<file path="config.mk">
export PLATFORM = sky130hd
export DESIGN_NAME = rr_req_agent_flat
export DESIGN_NICKNAME = d
export VERILOG_FILES = /design/src/rtl/rr_req_agent_if.sv /design/src/rtl/rr_req_agent.sv /design/src/flat_wrapper.sv
export SDC_FILE = /design/constraint.sdc
export NUM_CORES = 1
export LEC_CHECK = 0
export CAP_MARGIN = 20
export CORE_ASPECT_RATIO = 1.5
export CORE_MARGIN = 4
export CORE_UTILIZATION = 33
export DETAILED_ROUTE_END_ITERATION = 10
export GPL_ROUTABILITY_DRIVEN = 0
export HOLD_SLACK_MARGIN = 0.15
export RECOVER_POWER = 100
export SETUP_SLACK_MARGIN = 0.05
export SLEW_MARGIN = 20
export SYNTH_ARGS = -nofsm -noshare
export SYNTH_HDL_FRONTEND = slang
export SYNTH_SLANG_ARGS = --single-unit
</file>
<file path="constraint.sdc">
create_clock -name clk -period 4.85 [get_ports clk]
set_input_delay 0.485 -clock clk [delete_from_list [all_inputs] [get_ports clk]]
set_output_delay 0.485 -clock clk [all_outputs]
set_load 0.02 [all_outputs]
</file>
<file path="src/rtl/rr_req_agent_if.sv">
// Handshake bundle between one requester agent and its client, arbiter port and shared bus.
// master is the agent's view; slave is the environment (client, arbiter and bus) view.
interface rr_req_agent_if #(
    parameter int ADDR_W = 16,
    parameter int LEN_W  = 4
);
    logic              cmd_valid;
    logic              cmd_ready;
    logic [ADDR_W-1:0] cmd_addr;
    logic [LEN_W-1:0]  cmd_len;

    logic              req;
    logic              gnt;
    logic              eot;

    logic              bus_valid;
    logic              bus_ready;
    logic [ADDR_W-1:0] bus_addr;
    logic              bus_last;

    modport master (
        input  cmd_valid, cmd_addr, cmd_len, gnt, bus_ready,
        output cmd_ready, req, eot, bus_valid, bus_addr, bus_last
    );

    modport slave (
        output cmd_valid, cmd_addr, cmd_len, gnt, bus_ready,
        input  cmd_ready, req, eot, bus_valid, bus_addr, bus_last
    );
endinterface

</file>
<file path="src/rtl/rr_req_agent.sv">
// Requester front-end for one port of the round-robin arbiter: queues burst commands,
// requests the bus, issues len+1 address beats, then hands ownership back with eot.
module rr_req_agent #(
    parameter int ADDR_W = 16,
    parameter int LEN_W  = 4,
    parameter int DEPTH  = 4
) (
    input  logic           clk,
    input  logic           rstn,
    rr_req_agent_if.master agent,
    output logic           busy,
    output logic           proto_err
);
    localparam int PTR_W = $clog2(DEPTH);

    localparam logic [2:0] S_IDLE = 3'd0;
    localparam logic [2:0] S_REQ  = 3'd1;
    localparam logic [2:0] S_XFER = 3'd2;
    localparam logic [2:0] S_EOT  = 3'd3;
    localparam logic [2:0] S_DROP = 3'd4;

    logic [2:0]        state;
    logic [ADDR_W-1:0] fifo_addr [DEPTH];
    logic [LEN_W-1:0]  fifo_len  [DEPTH];
    logic [PTR_W:0]    wr_ptr;
    logic [PTR_W:0]    rd_ptr;
    logic              fifo_empty;
    logic              fifo_full;
    logic              push;
    logic              pop;
    logic [ADDR_W-1:0] cur_addr;
    logic [LEN_W-1:0]  cur_len;
    logic [LEN_W-1:0]  beat_cnt;
    logic [1:0]        drop_cnt;

    // Pointers carry one wrap bit so full and empty are distinguishable.
    assign fifo_empty = (wr_ptr == rd_ptr);
    assign fifo_full  = (wr_ptr[PTR_W] != rd_ptr[PTR_W]) &&
                        (wr_ptr[PTR_W-1:0] == rd_ptr[PTR_W-1:0]);
    assign push       = agent.cmd_valid & ~fifo_full;
    assign pop        = (state == S_REQ) & agent.gnt;

    // NOTE: the storage array has no reset; the pointers alone decide which entries are valid.
    always_ff @(posedge clk) begin
        if (push) begin
            fifo_addr[wr_ptr[PTR_W-1:0]] <= agent.cmd_addr;
            fifo_len[wr_ptr[PTR_W-1:0]]  <= agent.cmd_len;
        end
    end

    // NOTE: all state uses non-blocking assignments so every register samples pre-edge values.
    always_ff @(posedge clk or negedge rstn) begin
        if (!rstn) begin
            wr_ptr <= '0;
            rd_ptr <= '0;
        end else begin
            if (push) wr_ptr <= wr_ptr + 1'b1;
            if (pop)  rd_ptr <= rd_ptr + 1'b1;
        end
    end

    always_ff @(posedge clk or negedge rstn) begin
        if (!rstn) begin
            state     <= S_IDLE;
            cur_addr  <= '0;
            cur_len   <= '0;
            beat_cnt  <= '0;
            drop_cnt  <= '0;
            proto_err <= 1'b0;
        end else begin
            case (state)
                S_IDLE: begin
                    if (agent.gnt) proto_err <= 1'b1;
                    if (!fifo_empty) state <= S_REQ;
                end
                S_REQ: begin
                    if (agent.gnt) begin
                        cur_addr <= fifo_addr[rd_ptr[PTR_W-1:0]];
                        cur_len  <= fifo_len[rd_ptr[PTR_W-1:0]];
                        beat_cnt <= '0;
                        state    <= S_XFER;
                    end
                end
                S_XFER: begin
                    // A grant lost mid-burst freezes the current beat until it returns.
                    if (!agent.gnt) begin
                        proto_err <= 1'b1;
                    end else if (agent.bus_ready) begin
                        if (beat_cnt == cur_len) state <= S_EOT;
                        else                     beat_cnt <= beat_cnt + 1'b1;
                    end
                end
                S_EOT: begin
                    drop_cnt <= '0;
                    state    <= S_DROP;
                end
                S_DROP: begin
                    if (!agent.gnt)             state     <= S_IDLE;
                    else if (drop_cnt == 2'd2)  proto_err <= 1'b1;
                    else                        drop_cnt  <= drop_cnt + 1'b1;
                end
                default: state <= S_IDLE;
            endcase
        end
    end

    assign agent.cmd_ready = ~fifo_full;
    assign agent.req       = (state == S_REQ) | (state == S_XFER);
    assign agent.eot       = (state == S_EOT);
    assign agent.bus_valid = (state == S_XFER) & agent.gnt;
    assign agent.bus_addr  = cur_addr + ADDR_W'(beat_cnt);
    assign agent.bus_last  = (state == S_XFER) & (beat_cnt == cur_len);
    assign busy            = (state != S_IDLE) | ~fifo_empty;
endmodule

</file>
<file path="src/flat_wrapper.sv">
// flat-port wrapper written by rule: the top's interface ports become plain ports
module rr_req_agent_flat 
#(
    parameter int ADDR_W = 16,
    parameter int LEN_W  = 4,
    parameter int DEPTH  = 4
)
  (clk, rstn, busy, proto_err, agent_cmd_valid, agent_cmd_addr, agent_cmd_len, agent_gnt, agent_bus_ready, agent_cmd_ready, agent_req, agent_eot, agent_bus_valid, agent_bus_addr, agent_bus_last);
  rr_req_agent_if #(.ADDR_W(ADDR_W), .LEN_W(LEN_W)) agent_i ();
  input  logic clk;
  input  logic rstn;
  output logic busy;
  output logic proto_err;
  input wire logic [$bits(agent_i.cmd_valid)-1:0] agent_cmd_valid;
  input wire logic [$bits(agent_i.cmd_addr)-1:0] agent_cmd_addr;
  input wire logic [$bits(agent_i.cmd_len)-1:0] agent_cmd_len;
  input wire logic [$bits(agent_i.gnt)-1:0] agent_gnt;
  input wire logic [$bits(agent_i.bus_ready)-1:0] agent_bus_ready;
  output wire logic [$bits(agent_i.cmd_ready)-1:0] agent_cmd_ready;
  output wire logic [$bits(agent_i.req)-1:0] agent_req;
  output wire logic [$bits(agent_i.eot)-1:0] agent_eot;
  output wire logic [$bits(agent_i.bus_valid)-1:0] agent_bus_valid;
  output wire logic [$bits(agent_i.bus_addr)-1:0] agent_bus_addr;
  output wire logic [$bits(agent_i.bus_last)-1:0] agent_bus_last;
  assign agent_i.cmd_valid = agent_cmd_valid;
  assign agent_i.cmd_addr = agent_cmd_addr;
  assign agent_i.cmd_len = agent_cmd_len;
  assign agent_i.gnt = agent_gnt;
  assign agent_i.bus_ready = agent_bus_ready;
  assign agent_cmd_ready = agent_i.cmd_ready;
  assign agent_req = agent_i.req;
  assign agent_eot = agent_i.eot;
  assign agent_bus_valid = agent_i.bus_valid;
  assign agent_bus_addr = agent_i.bus_addr;
  assign agent_bus_last = agent_i.bus_last;
  rr_req_agent #(.ADDR_W(ADDR_W), .LEN_W(LEN_W), .DEPTH(DEPTH)) u_core (.clk(clk), .rstn(rstn), .agent(agent_i), .busy(busy), .proto_err(proto_err));
endmodule
</file>
==> impl_metrics.json <==
{
  "status": "finished, violations left",
  "violations": "capacitance limit, slew limit",
  "ant_nets": 0,
  "clock.fmax_mhz": 302,
  "fin_crit_ns": 3.31,
  "clock_path_buffers": 2,
  "synth-edff-count": 80,
  "path_max_fanout": 5,
  "gr-total-overflow": 0,
  "synth_area_sq_um": 5100,
  "area_growth_pct": 22.2,
  "worstMarginPinSlew_ns": 2.09,
  "ys_seq_area_share_pct": 64.8,
  "synthDistinctLibCells": 44,
  "hold_buffers": 0,
  "grt_max_degree": 37,
  "timing.slew.headroom_pct": -39.1,
  "die-area_sq_um": 17500,
  "hpwlAfterDp_mm": 6.45,
  "finalSetupViolations": 0,
  "end_kind": "primary output",
  "max-vdd-ir-drop_mv": 0.258,
  "hold_start": "u_core.drop_cnt[0]",
  "start_kind": "register",
  "r2r_start": "u_core.state[1]",
  "io_pins": 48,
  "synthSimpleGateAreaFrac_pct": 6.21,
  "core-area_sq_um": 15100,
  "clk_latency_ns": 0.40,
  "synth_xor_area_share_pct": 4.64,
  "synth_top_family_by_area": "multiplexers",
  "path_class": "register to primary output",
  "grt_setup_unrepaired": "false",
  "synthAdderAreaFrac_pct": 3.09,
  "portBuffers": 47,
  "synth.area.mux_share_pct": 16.0,
  "vias_per_cell": 4.63,
  "period_share_pct": 68.2,
  "skew_ns": 0.00594,
  "async_flop_share_pct": 31.0,
  "tns_ns": 0,
  "critPathArrivalTime_ns": 2.82,
  "antenna_found_initial": 0,
  "powerDensity_nw_per_um2": 665,
  "grtUsageTotal_pct": 12.5,
  "grt_pass1_wl_mm": 16.0,
  "fp.dieW_um": 109,
  "leakage_nw": 2.25,
  "routed_wl_mm": 10.0,
  "rows": 55,
  "post_cts.repair.setup_buffers": 0,
  "nNetsFinal": 392,
  "ys_warn_count": 0,
  "layout-drive-gt1-share_pct": 15.2,
  "startpoint": "u_core.beat_cnt[0]",
  "synth_seq_cells": 116,
  "detail_route.first_pass.iterations": 4,
  "cp.required_ns": 4.37,
  "post_drt_wl_per_cell_um": 17.6,
  "htree_levels": 4,
  "num_antenna_cells": 0,
  "drc": 0,
  "final-max-slew-violation-count": 128,
  "syn_inst": 293,
  "total_power_mw": 4.14,
  "cts_buffers": 17,
  "ys.flop_type": "edfxtp_1",
  "start_util_pct": 33.7,
  "cts_resized": 0,
  "hold_viol_final": 0,
  "drv_cap": 5,
  "root_buffer": "clkbuf_16",
  "syn_nets": 330,
  "hold_path.class": "register to register",
  "drt-initial-drc-count": 100,
  "vias": 2623,
  "first_global_vias": 2910,
  "whs_ns": 0.481,
  "clock_sinks": 116,
  "synth_compound_area_share_pct": 2.55,
  "cts_tree": "built",
  "clkTransAtPathRegs_ns": 0.05,
  "syn_avg_cell_area_sq_um": 17.4,
  "die_h_um": 160
}
==> metrics by stage <==
step	util, %	cells	area (sq um)	setup WS (ns)
5_1_grt	41.2	567	6230	1.28
3_3_place_gp	37.9	535	5740	1.98
2_1_floorplan	-	293	5100	2.66
4_1_cts	41.8	567	6330	1.52
3_5_place_dp	37.9	535	5740	1.97
6_report	41.2	567	6230	1.54
==> registers in the layout, summed over array words and instances (netlist names) <==
register and count:
u_core.beat_cnt 4, u_core.cur_addr 16, u_core.cur_len 4, u_core.drop_cnt 2, u_core.fifo_addr 64, u_core.fifo_len 16, u_core.proto_err 1, u_core.rd_ptr 3
u_core.state 3, u_core.wr_ptr 3
==> final timing paths <==
kind	end	slack [ns]	cells past startpoint
setup / recovery	agent_bus_addr[10]	1.54	7
hold / removal	u_core.drop_cnt[0]	0.48	1
setup reg to reg	u_core.beat_cnt[2]	2.00	4
hold reg to reg	u_core.drop_cnt[0]	0.48	1
max in group asynchronous	u_core.cur_addr[5]	2.96	1
min in group asynchronous	u_core.state[1]	0.68	1
==> critical path, cell delays in order (launching register included) <==
cell and delay [ns]:
dfrtp_1 0.44, ha_1 0.24, fa_1 0.23, nand3_1 0.11, a21oi_1 0.32, nand4_1 0.18, xnor2_1 0.20, dlygate4sd3_1 0.70
==> power breakdown <==
part,internal (mW),leakage (nW),switching [mW],total (mW)
Clock,0.803,0.281,0.429,1.23
Sequential,1.38,1.17,0.197,1.58
Combinational,0.624,0.805,0.705,1.33
==> cell type report <==
cell class / instances / area, sq um
Fill cell: 1432 / 8910
Multi-Input combinational cell: 160 / 1570
Sequential cell: 116 / 3300
Clock buffer: 18 / 429
Inverter: 7 / 26.3
Tap cell: 199 / 249
Clock inverter: 14 / 161
Timing Repair Buffer: 53 / 494
==> cells by family (layout without fill, tap and decap cells) <==
family / count (synthesis) / count (layout)
buf+inv: 17 / 92
compound gates: 18 / 18
fa+ha+maj: 12 / 12
mux: 46 / 46
simple gates: 57 / 57
flops: 116 / 116
xor+xnor: 27 / 27
==> layout by cell type, fill, tap and decap left out, types with 4 or more instances in the layout <==
master         instances
edfxtp_1              80
dlygate4sd3_1         44
dfrtp_1               36
xnor2_1               22
mux4_2                19
nand2_1               18
mux2_1                18
clkbuf_16             17
ha_1                  11
nor2_1                10
inv_1                  7
nand4_1                7
nand3_1                7
clkbuf_1               6
and3_1                 5
xor2_1                 5
o21ai_0                4
a21oi_1                4
mux2i_1                4
mux2_2                 4
==> per-layer routing <==
layer / global-route usage, % / share of wire [%] / up-vias
met2: 21.1 / 55 / 36
met1: 14.9 / 41 / 1337
met3: 3.03 / 2.6 / 10
met4: 5.45 / 1.8 / 0
met5: 0 / 0 / -
li1: - / - / 1240
==> cells in the mapped netlist, types with 2 or more instances <==
library cell / n / share of area, %
nor3b_1: 2 / 0.29
mux2i_1: 4 / 0.79
mux2_4: 19 / 5.6
a21oi_1: 4 / 0.39
xnor2_1: 22 / 3.8
buf_6: 3 / 0.66
a21o_1: 2 / 0.29
and3_1: 5 / 0.61
nor2_1: 10 / 0.74
o21bai_1: 2 / 0.29
nand4_1: 7 / 0.86
ha_1: 11 / 2.7
inv_1: 7 / 0.52
nand3_1: 6 / 0.59
buf_12: 3 / 1.2
o21ai_0: 4 / 0.39
dfrtp_1: 36 / 18
edfxtp_1: 80 / 47
mux2_2: 2 / 0.44
xor2_1: 5 / 0.86
mux4_2: 19 / 8.4
nand2_1: 18 / 1.3
Note: power is estimated with default switching activity, not from simulation.
